===== src/rtl/spi_ctrl.sv =====
// spi_ctrl: SPI initiator with a 1-byte tx buffer and strobed rx byte.
// Drives sck/csn/sdi from the system clock; captures sdo MSB first.
//
// Ports:
//   clk, rst        system clock, synchronous active-high reset
//   tx_data/tx_stb  byte to send, accepted when tx_stb && tx_ready
//   tx_ready        tx buffer empty
//   rx_data/rx_stb  received byte, valid on the rx_stb pulse
//   busy            FSM active or tx buffer occupied
//   spi_sck/csn/sdi controller-driven bus pins (sck idles low)
//   spi_sdo         peripheral data, sampled on the sck falling edge
//
// Parameters: CLK_DIV clocks per sck half-period, CSN_IDLE min csn-high
// clocks between frames.
// Build option: define SPI_CTRL_SDO_SYNC_EN to pass spi_sdo through a
// 2-FF synchronizer before capture (needs CLK_DIV >= 3).

module spi_ctrl #(
  parameter int CLK_DIV  = 4,
  parameter int CSN_IDLE = 2
) (
  input  logic       clk,
  input  logic       rst,
  input  logic [7:0] tx_data,
  input  logic       tx_stb,
  output logic       tx_ready,
  output logic [7:0] rx_data,
  output logic       rx_stb,
  output logic       busy,
  output logic       spi_sck,
  output logic       spi_csn,
  output logic       spi_sdi,
  input  logic       spi_sdo
);

  localparam int MAXC = (CLK_DIV > CSN_IDLE) ? CLK_DIV : CSN_IDLE;
  localparam int CW   = $clog2(MAXC + 1);

  localparam logic [CW-1:0] PH_LD  = CW'(CLK_DIV - 1);
  localparam logic [CW-1:0] GAP_LD = CW'(CSN_IDLE - 1);

  if (CLK_DIV < 1) begin : g_chk_div
    $error("spi_ctrl: CLK_DIV must be >= 1");
  end
  if (CSN_IDLE < 1) begin : g_chk_gap
    $error("spi_ctrl: CSN_IDLE must be >= 1");
  end

  typedef enum logic [2:0] {
    IDLE,
    SETUP,
    HIGH,
    LOW,
    TAIL,
    GAP
  } state_t;

  state_t state;
  state_t nxt;

  logic [CW-1:0] div;
  logic [CW-1:0] div_val;
  logic          div_ld;
  logic          div_zero;

  logic [7:0] buf_q;
  logic       buf_valid;
  logic [7:0] tx_sh;
  logic [7:0] rx_sh;
  logic [3:0] bit_cnt;
  logic       stb_pend;

  logic load;
  logic fall;
  logic last;
  logic sdo_s;

  logic sck_q;
  logic csn_q;

`ifdef SPI_CTRL_SDO_SYNC_EN
  if (CLK_DIV < 3) begin : g_chk_sync
    $error("spi_ctrl: SPI_CTRL_SDO_SYNC_EN needs CLK_DIV >= 3");
  end

  logic sdo_meta;
  logic sdo_sync;

  // Capture sees sdo as it was two clocks before the sck fall.
  always_ff @(posedge clk) begin
    if (rst) begin
      sdo_meta <= 1'b0;
      sdo_sync <= 1'b0;
    end else begin
      sdo_meta <= spi_sdo;
      sdo_sync <= sdo_meta;
    end
  end

  assign sdo_s = sdo_sync;
`else
  assign sdo_s = spi_sdo;
`endif

  assign div_zero = (div == '0);
  assign last     = (bit_cnt == 4'd8);

  always_ff @(posedge clk) begin
    if (rst) begin
      state <= IDLE;
    end else begin
      state <= nxt;
    end
  end

  // Each phase reloads div so it lasts exactly its clock count.
  always_comb begin
    nxt     = state;
    div_ld  = 1'b0;
    div_val = PH_LD;
    load    = 1'b0;
    fall    = 1'b0;
    unique case (state)
      IDLE: begin
        if (buf_valid) begin
          nxt    = SETUP;
          load   = 1'b1;
          div_ld = 1'b1;
        end
      end
      SETUP: begin
        if (div_zero) begin
          nxt    = HIGH;
          div_ld = 1'b1;
        end
      end
      HIGH: begin
        if (div_zero) begin
          nxt    = LOW;
          fall   = 1'b1;
          div_ld = 1'b1;
        end
      end
      LOW: begin
        if (div_zero) begin
          div_ld = 1'b1;
          if (!last) begin
            nxt = HIGH;
          end else if (buf_valid) begin
            // Back-to-back byte: csn stays low.
            nxt  = SETUP;
            load = 1'b1;
          end else begin
            nxt = TAIL;
          end
        end
      end
      TAIL: begin
        if (div_zero) begin
          nxt     = GAP;
          div_ld  = 1'b1;
          div_val = GAP_LD;
        end
      end
      GAP: begin
        if (div_zero) begin
          nxt = IDLE;
        end
      end
      default: begin
        nxt = IDLE;
      end
    endcase
  end

  // Bus pins follow the next state so they change with the state.
  always_ff @(posedge clk) begin
    if (rst) begin
      sck_q <= 1'b0;
      csn_q <= 1'b1;
    end else begin
      sck_q <= (nxt == HIGH);
      csn_q <= (nxt == IDLE) || (nxt == GAP);
    end
  end

  always_ff @(posedge clk) begin
    if (rst) begin
      div       <= '0;
      buf_q     <= 8'h00;
      buf_valid <= 1'b0;
      tx_sh     <= 8'h00;
      rx_sh     <= 8'h00;
      bit_cnt   <= 4'd0;
      stb_pend  <= 1'b0;
      rx_stb    <= 1'b0;
      rx_data   <= 8'h00;
    end else begin
      if (div_ld) begin
        div <= div_val;
      end else if (!div_zero) begin
        div <= div - CW'(1);
      end

      if (load) begin
        buf_valid <= 1'b0;
        tx_sh     <= buf_q;
        bit_cnt   <= 4'd0;
      end

      // Never coincides with load: tx_ready is low while buf_valid.
      if (tx_stb && !buf_valid) begin
        buf_q     <= tx_data;
        buf_valid <= 1'b1;
      end

      if (fall) begin
        tx_sh   <= {tx_sh[6:0], 1'b0};
        rx_sh   <= {rx_sh[6:0], sdo_s};
        bit_cnt <= bit_cnt + 4'd1;
      end

      // Byte completes on the 8th fall; strobe it a cycle later.
      stb_pend <= fall && (bit_cnt == 4'd7);
      rx_stb   <= stb_pend;
      if (stb_pend) begin
        rx_data <= rx_sh;
      end
    end
  end

  assign tx_ready = !buf_valid;
  assign busy     = (state != IDLE) || buf_valid;
  assign spi_sck  = sck_q;
  assign spi_csn  = csn_q;
  assign spi_sdi  = tx_sh[7];

endmodule


===== config.mk =====
export PLATFORM = sky130hd
export DESIGN_NAME = spi_ctrl
export DESIGN_NICKNAME = d
export VERILOG_FILES = /design/src/rtl/spi_ctrl.sv
export SDC_FILE = /design/constraint.sdc
export NUM_CORES = 1
export LEC_CHECK = 0
export ABC_AREA = 0
export BUFFER_PORTS_ARGS = -buffer_cell sky130_fd_sc_hd__buf_2
export CAP_MARGIN = 20
export CORE_UTILIZATION = 45
export DETAILED_ROUTE_END_ITERATION = 6
export MAX_ROUTING_LAYER = met4
export SKIP_LAST_GASP = 1
export SYNTH_ARGS = -nofsm -noshare
export SYNTH_HDL_FRONTEND = slang
export SYNTH_SLANG_ARGS = --single-unit
export TNS_END_PERCENT = 1

===== constraint.sdc =====
create_clock -name clk -period 2.4 [get_ports clk]
set_clock_uncertainty 0.05 [all_clocks]
set_input_delay 0.12 -clock clk [delete_from_list [all_inputs] [get_ports clk]]
set_output_delay 0.12 -clock clk [all_outputs]
set_load 0.03 [all_outputs]

-- After elaboration in Yosys (flattened, before gate mapping)
Index checks and enable logic that the tools add are counted.
- add/sub/neg operators: 2
- eq/ne operators: 10
- muxes and demuxes: 26
- reduce and logical (&&, ||, !) cells: 13
- operator list (operator ; count):
    two-way mux 3 bit ; 10
    case mux 3 bit (6 select lines) ; 1
    two-way mux 8 bit ; 2
    equality test 3 x 2 -> 1 bit (second input constant) ; 3
    equality test 3 bit (second input constant) ; 3
    logical NOT 3 bit ; 3
    two-way mux 4 bit ; 2
    two-way mux 1 bit ; 7
    adder 4 x 1 -> 4 bit (second input constant) ; 1
    equality test 4 x 3 -> 1 bit (second input constant) ; 1
    equality test 4 bit (second input constant) ; 1
    two-way mux 2 bit ; 2
    case mux 1 bit (2 select lines) ; 2
    nonzero test 2 bit ; 2
    OR reduction 4 bit ; 1
    equality test 3 x 1 -> 1 bit (second input constant) ; 1
    nonzero test 3 bit ; 1
    subtractor 3 x 1 -> 3 bit (second input constant) ; 1
    logical AND 1 bit ; 2
    logical OR 1 bit ; 2
    != test 2 bit (second input constant) ; 1
    OR reduction 2 bit ; 1
    logical NOT 1 bit ; 1
- register bits after elaboration: 47
- input port bits: 12
- output and inout bits: 14

-- Logic depth before layout (Yosys ltp)
Gate-level depths: netlist (run 1).
- word-level depth: 6
- depth in mapped cells: 8

-- Worst setup path after synthesis (run 1)
Ideal clock, no wire load.
- kind: flip-flop to flip-flop
- start point: register div[0]
- end point: register csn_q (netlist: spi_csn)
- setup time: 0.121 ns
- arrival: 1.598 ns
- data required time: 2.229 ns
- slack: 0.631 ns
- cell stages (with the launch flop): 8
- buffers on the path: 0
- clock period less this slack: 1.769 ns
- cell sequence: dfxtp_1 inv_1 ha_1 nand3b_1 or4_4 a21oi_2 nor2_1 mux2_2
- word-level cells in the longest chain between the ends: 5
- elaborated cells on any way between the ends: 10
- ends and longest elaborated chain (what ; line ; RTL):
    from (decl) ; 61 ; logic [CW-1:0] div;
    from (signal assigned) ; 200 ; div <= div_val;
    from (signal assigned) ; 202 ; div <= div - CW'(1);
    logical NOT 3 bit (*) ; 105 ; assign div_zero = (div == '0);
    two-way mux 3 bit, on equally long branches ; -- ;
    case mux 3 bit (6 select lines) (*) ; 123 ; unique case (state)
    equality test 3 bit / logical NOT 3 bit (equally long branches) ; 183 ; csn_q <= (nxt == IDLE) || (nxt == GAP);
    logical OR 1 bit (*) ; 183 ;
    to (signal assigned) ; 183 ;
    to (decl) ; 79 ; logic csn_q;
Mark *: on every way between the ends. The rest lies on a longest branch, timed or not.
A chain may end at the register's enable or synchronous reset.

-- Final worst setup path (run 1)
- start point: register div[0]
- end point: register bit_cnt[3]
- word-level cells in the longest chain between the ends: 4
- elaborated cells on any way between the ends: 7
- ends and longest elaborated chain (what ; line ; RTL):
    logical NOT 3 bit (*) ; 105 ;
    two-way mux 1 bit, on equally long branches ; 145, 138 ;
    case mux 1 bit (2 select lines) / two-way mux 1 bit (equally long branches) ; 123 ;
    nonzero test 2 bit (no line) / two-way mux 4 bit (equally long branches) ; -- ;
    to (signal assigned) ; 220 ; bit_cnt <= bit_cnt + 4'd1;
    to (decl) ; 70 ; logic [3:0] bit_cnt;
Marks and branches as above.

==> results of run 1 <==
==> layout make-up <==
cell class,instances,area [um^2]
clock buffers,5,68.82
inverters,6,22.52
clock inverters,3,18.77
fillers,400,1848
multi-input cells,157,934.6
repair buffers,32,190.2
flip-flops and latches,47,940.9
well taps,50,62.56
==> stage by stage <==
stage	cell area [um^2]	setup slack, ns	hold WS (ns)	power (mW)
5_1_grt	2238	0.1752	0.01228	2.184
2_1_floorplan	1948	0.6311	0.2050	1.456
6_report	2238	0.4160	0.01372	2.050
3_5_place_dp	2101	0.4194	0.3056	1.591
3_3_place_gp	2101	0.4935	0.2914	1.586
4_1_cts	2238	0.3919	0.003696	2.072
==> worst max-delay path, delay by kind of cell (launching register included) <==
| kind | cells | cell delay (ns) |
|---|---|---|
| compound gates | 1 | 0.23 |
| fa+ha+maj | 1 | 0.23 |
| buf+inv | 1 | 0.09 |
| flops | 1 | 0.33 |
| simple gates | 4 | 0.97 |
==> repair_timing <==
action | CTS | global route
endpoints found under the setup margin | 0 | 0
hold buffers | 5 | 0
hold endpoints to repair | 5 | 0
==> sequential cells by signal, indices dropped and copies added (netlist names), 3 cells and up <==
register / flops
rx_data: 8
bit_cnt: 4
tx_sh: 8
buf_q: 8
state: 3
rx_sh: 8
div: 3
==> cells by family after synthesis <==
logic type / Yosys count / synth area share (%)
compound gates: 43 / 14.07
buf+inv: 19 / 3.725
fa+ha+maj: 4 / 2.569
mux: 18 / 9.313
flops: 47 / 48.30
simple gates: 92 / 22.03
==> cells in the final DEF, fill, tap and decap left out, types with 2 or more instances in the layout <==
| cell type | netlist | layout |
|---|---|---|
| a211oi_1 | 10 | 10 |
| a21oi_1 | 23 | 23 |
| a311oi_1 | 2 | 2 |
| buf_2 | 1 | 25 |
| buf_4 | 0 | 2 |
| clkbuf_8 | 0 | 5 |
| clkinv_2 | 0 | 2 |
| dfxtp_1 | 47 | 47 |
| dlygate4sd3_1 | 0 | 5 |
| ha_1 | 4 | 4 |
| inv_1 | 6 | 6 |
| mux2i_1 | 17 | 17 |
| nand2_1 | 36 | 36 |
| nand3_1 | 4 | 4 |
| nand3b_1 | 3 | 3 |
| nor2_1 | 30 | 30 |
| nor2b_1 | 4 | 4 |
==> worst min path at each step <==
stage                    start                     end  slack [ns]  cells past startpoint
global route        tx_data[1]   buf_q[1]$_SDFFE_PP0P_        0.01                      3
CTS                 tx_data[2]   buf_q[2]$_SDFFE_PP0P_       0.004                      3
floorplan               tx_stb  buf_valid$_SDFFE_PP0P_        0.20                      2
detailed placement         rst     state[1]$_SDFF_PP0_        0.31                      2
finish              tx_data[1]   buf_q[1]$_SDFFE_PP0P_        0.01                      3
global placement           rst     state[1]$_SDFF_PP0_        0.29                      2
==> routing by layer <==
layer  track usage (%)  vias up  wire length, um  share of wire [%]
met3             4.561        4               95                2.6
li1                  -      820                -                  -
met1             23.17      718             1950                 53
met5                 -        -                0                  0
met2             28.34       21             1627                 44
met4             4.688        0               23               0.62
==> report_power, final <==
group / switching (mW) / internal [mW] / leakage [nW]
logic: 0.379 / 0.255 / 0.483
clock network: 0.265 / 0.205 / 0.0483
registers: 0.0752 / 0.871 / 0.382
==> results.py, run 1 <==
metrics = {
    "routing": {
        "firstDrtPassIters": 4,
        "ant_nets": 0,
        "routed_wl_um": 3697,
        "drc": 0,
        "viasPerCell": 5.210,
        "first_iter_violations": 91,
        "vias": 1563,
        "wl_per_cell_um": 12.32,
    },
    "setup_path": {
        "reg2regPathDepth": 7,
        "crit_path_start": "div[0]$_SDFFE_PP0P_",
        "r2r_start": "div[0]$_SDFFE_PP0P_",
        "cpMostUsedCell": "nor2_1",
        "end_kind": "register",
        "cpMaxStageDelayCell": "or2_1",
        "worstReg2RegEnd": "bit_cnt[3]$_SDFFE_PP0P_",
        "critPathMaxFanout": 23,
        "crit_path_start_kind": "register",
        "crit_chain": "inv_1 -> ha_1 -> nand4bb_1 -> or2_1 -> nor2_1 -> nor2_1 -> a311oi_1",
        "cp_data_required_time_ns": 2.56,
        "crit_type": "register to register",
        "cp.arrival_ns": 2.14,
        "cpPeakStageDelay_ns": 0.53,
        "crit_end": "bit_cnt[3]$_SDFFE_PP0P_",
        "reg2reg_slack_ns": 0.42,
    },
    "floorplan": {
        "dieArea_mm2": 0.004596,
        "num_rows": 23,
        "die_w_um": 67.80,
        "start_util_pct": 47.67,
        "fp.dieH_um": 67.80,
        "pin_count": 26,
        "core_area_mm2": 0.004086,
    },
    "synth": {
        "synth_most_common_cell": "dfxtp_1",
        "ys_seq_elements": 47,
        "synth_edf_count": 0,
        "async_reset_ff_share_pct": 0,
        "yosysTopAreaCell": "dfxtp_1",
        "synth_area_per_cell_um2": 8.736,
        "yosysWarnings": 0,
        "synth_ff_type": "dfxtp_1",
        "syn_inst": 223,
        "seq_area_frac_synth_pct": 48.30,
        "ys_top_cells_by_count": "47 x dfxtp_1, 36 x nand2_1, 30 x nor2_1",
        "synth.top_cell.area_share_pct": 48.30,
        "syn_nets": 239,
        "synth_area_leaders": "dfxtp_1 48%, mux2i_1 8.7%, nand2_1 6.9%",
        "netlist-cell-type-count": 39,
        "synth.cell_area_mm2": 0.001948,
    },
    "grt": {
        "grt.total_usage_pct": 18.11,
        "antenna_found_initial": 0,
        "grt_pass1_wl_um": 6127,
        "grt_max_degree": 46,
        "grt_overflow": 0,
        "first_global_vias": 1399,
    },
    "cells_and_area": {
        "fin_cells": 300,
        "final_nets": 265,
        "fin_util_pct": 54.78,
        "drive_gt1_share_pct": 16.00,
        "area_growth_pct": 14.90,
        "diodes": 0,
    },
    "min_path": {
        "hold_class": "primary input to register",
    },
    "sta": {
        "max-slew-margin-rel_pct": 50.72,
        "final-max-slew-violation-count": 0,
        "worstMarginPinSlew_ns": 0.7392,
        "hold_viol": 0,
        "finalSetupViolations": 0,
        "grt_setup_unrepaired": "no",
        "max_freq_ghz": 0.5040,
        "period_needed_ns": 1.984,
        "final.setup.tns_ns": 0,
        "min_period_over_period_pct": 82.67,
    },
    "clocking": {
        "clockBufferDepth": 2,
        "ctsRootBufferMaster": "clkbuf_8",
        "post_cts.repair.setup_buffers": 0,
        "cts_resized": 0,
        "ctsHtreeMaxLevel": 2,
        "cts_made_buffers": 5,
        "cts_tree": "yes",
        "cts.sinks": 47,
        "clk_pin_slew_ns": 0.09,
        "clk_latency_ns": 0.29,
    },
    "pwr": {
        "ir_worst_vdd_uv": 414.7,
        "powerDensity_mw_per_mm2": 915.8,
        "p_leak_nw": 0.9132,
    },
    "place": {
        "portBuffers": 25,
        "dp.cells": 287,
        "gp_congestion": 0.7513,
        "hpwl_um": 2378,
    },
    "job": {
        "cap_violations": 0,
    },
    "outcome": {
        "outcome": "completed",
    },
}
(Power assumes the default switching activity.)
==> run 2, diff against run 1 <==
==> constraint.sdc (replaced) <==
create_clock -name clk -period 2.1 [get_ports clk]
set_clock_uncertainty 0.05 [all_clocks]
set_input_delay 0.105 -clock clk [delete_from_list [all_inputs] [get_ports clk]]
set_output_delay 0.105 -clock clk [all_outputs]
set_load 0.03 [all_outputs]
==> run 2 against run 1 <==
Clock-buffer cell count did not move. Cell count grew 2.3%. Combinational power grew 16%. Critical path depth is the same. Sequential power is 14% higher. Sequential share of layout area fell by 1.8 points. Design area up 4.6%. Highest routed layer unchanged. Flip-flop and latch count is the same. Setup slack worse by 0.24 ns. Global-route usage rose by 0.70 points.
==> results.py, run 2 (synthesis results as in run 1) <==
metrics = {
    "floorplan": {
        "fp.dieH_um": 67.80,
        "core_area_mm2": 0.004086,
        "num_rows": 23,
        "pin_count": 26,
        "die_w_um": 67.80,
        "start_util_pct": 47.67,
        "dieArea_mm2": 0.004596,
    },
    "cells_and_area": {
        "final_area_mm2": 0.002341,
        "fin_util_pct": 57.29,
        "layout_commonest_cell": "dfxtp_1",
        "final_nets": 272,
        "drive_gt1_share_pct": 16.73,
        "fill_cells": 386,
        "diodes": 0,
        "area_growth_pct": 20.17,
        "layout_common_cells": "47 x dfxtp_1, 36 x nand2_1, 30 x nor2_1",
    },
    "routing": {
        "wl_per_cell_um": 11.81,
        "vias": 1552,
        "firstDrtPassIters": 4,
        "routed_wl_um": 3627,
        "ant_nets": 0,
        "viasPerCell": 5.055,
        "first_iter_violations": 81,
        "drc": 0,
    },
    "sta": {
        "grt_setup_unrepaired": "no",
        "max-slew-margin-rel_pct": 58.28,
        "final-max-slew-violation-count": 0,
        "hold_ws_ns": 0.01365,
        "period_needed_ns": 1.920,
        "finalSetupViolations": 0,
        "min_period_over_period_pct": 91.45,
        "fin_ws_ns": 0.1796,
        "final.setup.tns_ns": 0,
        "max_freq_ghz": 0.5207,
        "worstMarginPinSlew_ns": 0.6245,
        "hold_viol": 0,
    },
    "setup_path": {
        "crit_path_start_kind": "register",
        "crit_type": "register to register",
        "cpPeakStageDelay_ns": 0.45,
        "critPathMaxFanout": 5,
        "critPathTopFamily": "simple AND/OR/NAND/NOR gates",
        "crit_chain": "inv_1 -> ha_1 -> nand3b_1 -> or4_4 -> a21oi_2 -> nor2_1 -> mux2_2",
        "cp.arrival_ns": 2.06,
        "cp_data_required_time_ns": 2.24,
        "end_kind": "register",
        "path_buf_inv": 1,
        "cpMaxStageDelayCell": "or4_4",
    },
    "grt": {
        "grt_max_degree": 33,
        "grt_overflow": 0,
        "grt.total_usage_pct": 18.81,
        "antenna_found_initial": 0,
        "grt_pass1_wl_um": 6182,
        "first_global_vias": 1322,
    },
    "place": {
        "hpwl_um": 2394,
        "gp_congestion": 0.7439,
        "portBuffers": 25,
        "placed_cell_area_mm2": 0.002136,
        "place_ws_ns": 0.2156,
    },
    "clocking": {
        "cts_tree": "yes",
        "ctsHtreeMaxLevel": 2,
        "cts_resized": 0,
        "clk_pin_slew_ns": 0.09,
        "hold_buffers": 9,
        "cts.sinks": 47,
        "clk_latency_ns": 0.30,
        "clockBufferDepth": 2,
        "cts_made_buffers": 5,
        "ctsRootBufferMaster": "clkbuf_8",
        "post_cts.repair.setup_buffers": 0,
    },
    "pwr": {
        "ir_worst_vdd_uv": 493.5,
        "powerDensity_mw_per_mm2": 1063,
        "p_leak_nw": 0.9576,
    },
    "outcome": {
        "outcome": "completed",
    },
    "job": {
        "cap_violations": 0,
    },
    "min_path": {
        "hold_class": "primary input to register",
    },
}
## run 2: tightest hold or removal path, stage by stage
cell	delay, ns
buf_2	0.10
o21ai_1	0.05
nor2_1	0.07
## run 2: area by class of cell
type	instances	area [um^2]	area share (%)
Clock buffer	5	68.82	2.940
Clock inverter	3	46.29	1.978
Inverter	6	22.52	0.9621
Multi-Input combinational cell	157	934.6	39.93
Sequential cell	47	940.9	40.19
Tap cell	50	62.56	2.672
Timing Repair Buffer	39	265.3	11.33
## run 2: worst paths after layout
check,from,to,slack (ns),cells after the start
setup / recovery,div[0]$_SDFFE_PP0P_,spi_csn$_SDFF_PP1_,0.18,7
hold / removal,tx_stb,buf_valid$_SDFFE_PP0P_,0.01,3
setup reg to reg,div[0]$_SDFFE_PP0P_,spi_csn$_SDFF_PP1_,0.18,7
hold reg to reg,buf_q[3]$_SDFFE_PP0P_,buf_q[3]$_SDFFE_PP0P_,0.41,2
## run 2: per-stage QoR
step / total power, mW / std cells
finish: 2.488 / 307
CTS: 2.514 / 307
detailed placement: 1.826 / 290
floorplan: 1.664 / 223
global placement: 1.827 / 290
global route: 2.655 / 307
## run 2: routing by layer
layer	routed length (um)	track usage, %	part of all wire (%)	vias to the layer above
met2	1603	26.86	44	22
met3	95	6.081	2.6	4
met1	1892	24.54	52	695
met4	36	7.031	0.99	0
li1	-	-	-	831
met5	0	-	0	-
## run 2: power by group
part | leakage, nW | internal (mW) | total [mW] | switching [mW]
registers | 0.382 | 0.995 | 1.08 | 0.0822
logic | 0.521 | 0.309 | 0.738 | 0.429
clock network | 0.0548 | 0.359 | 0.672 | 0.313
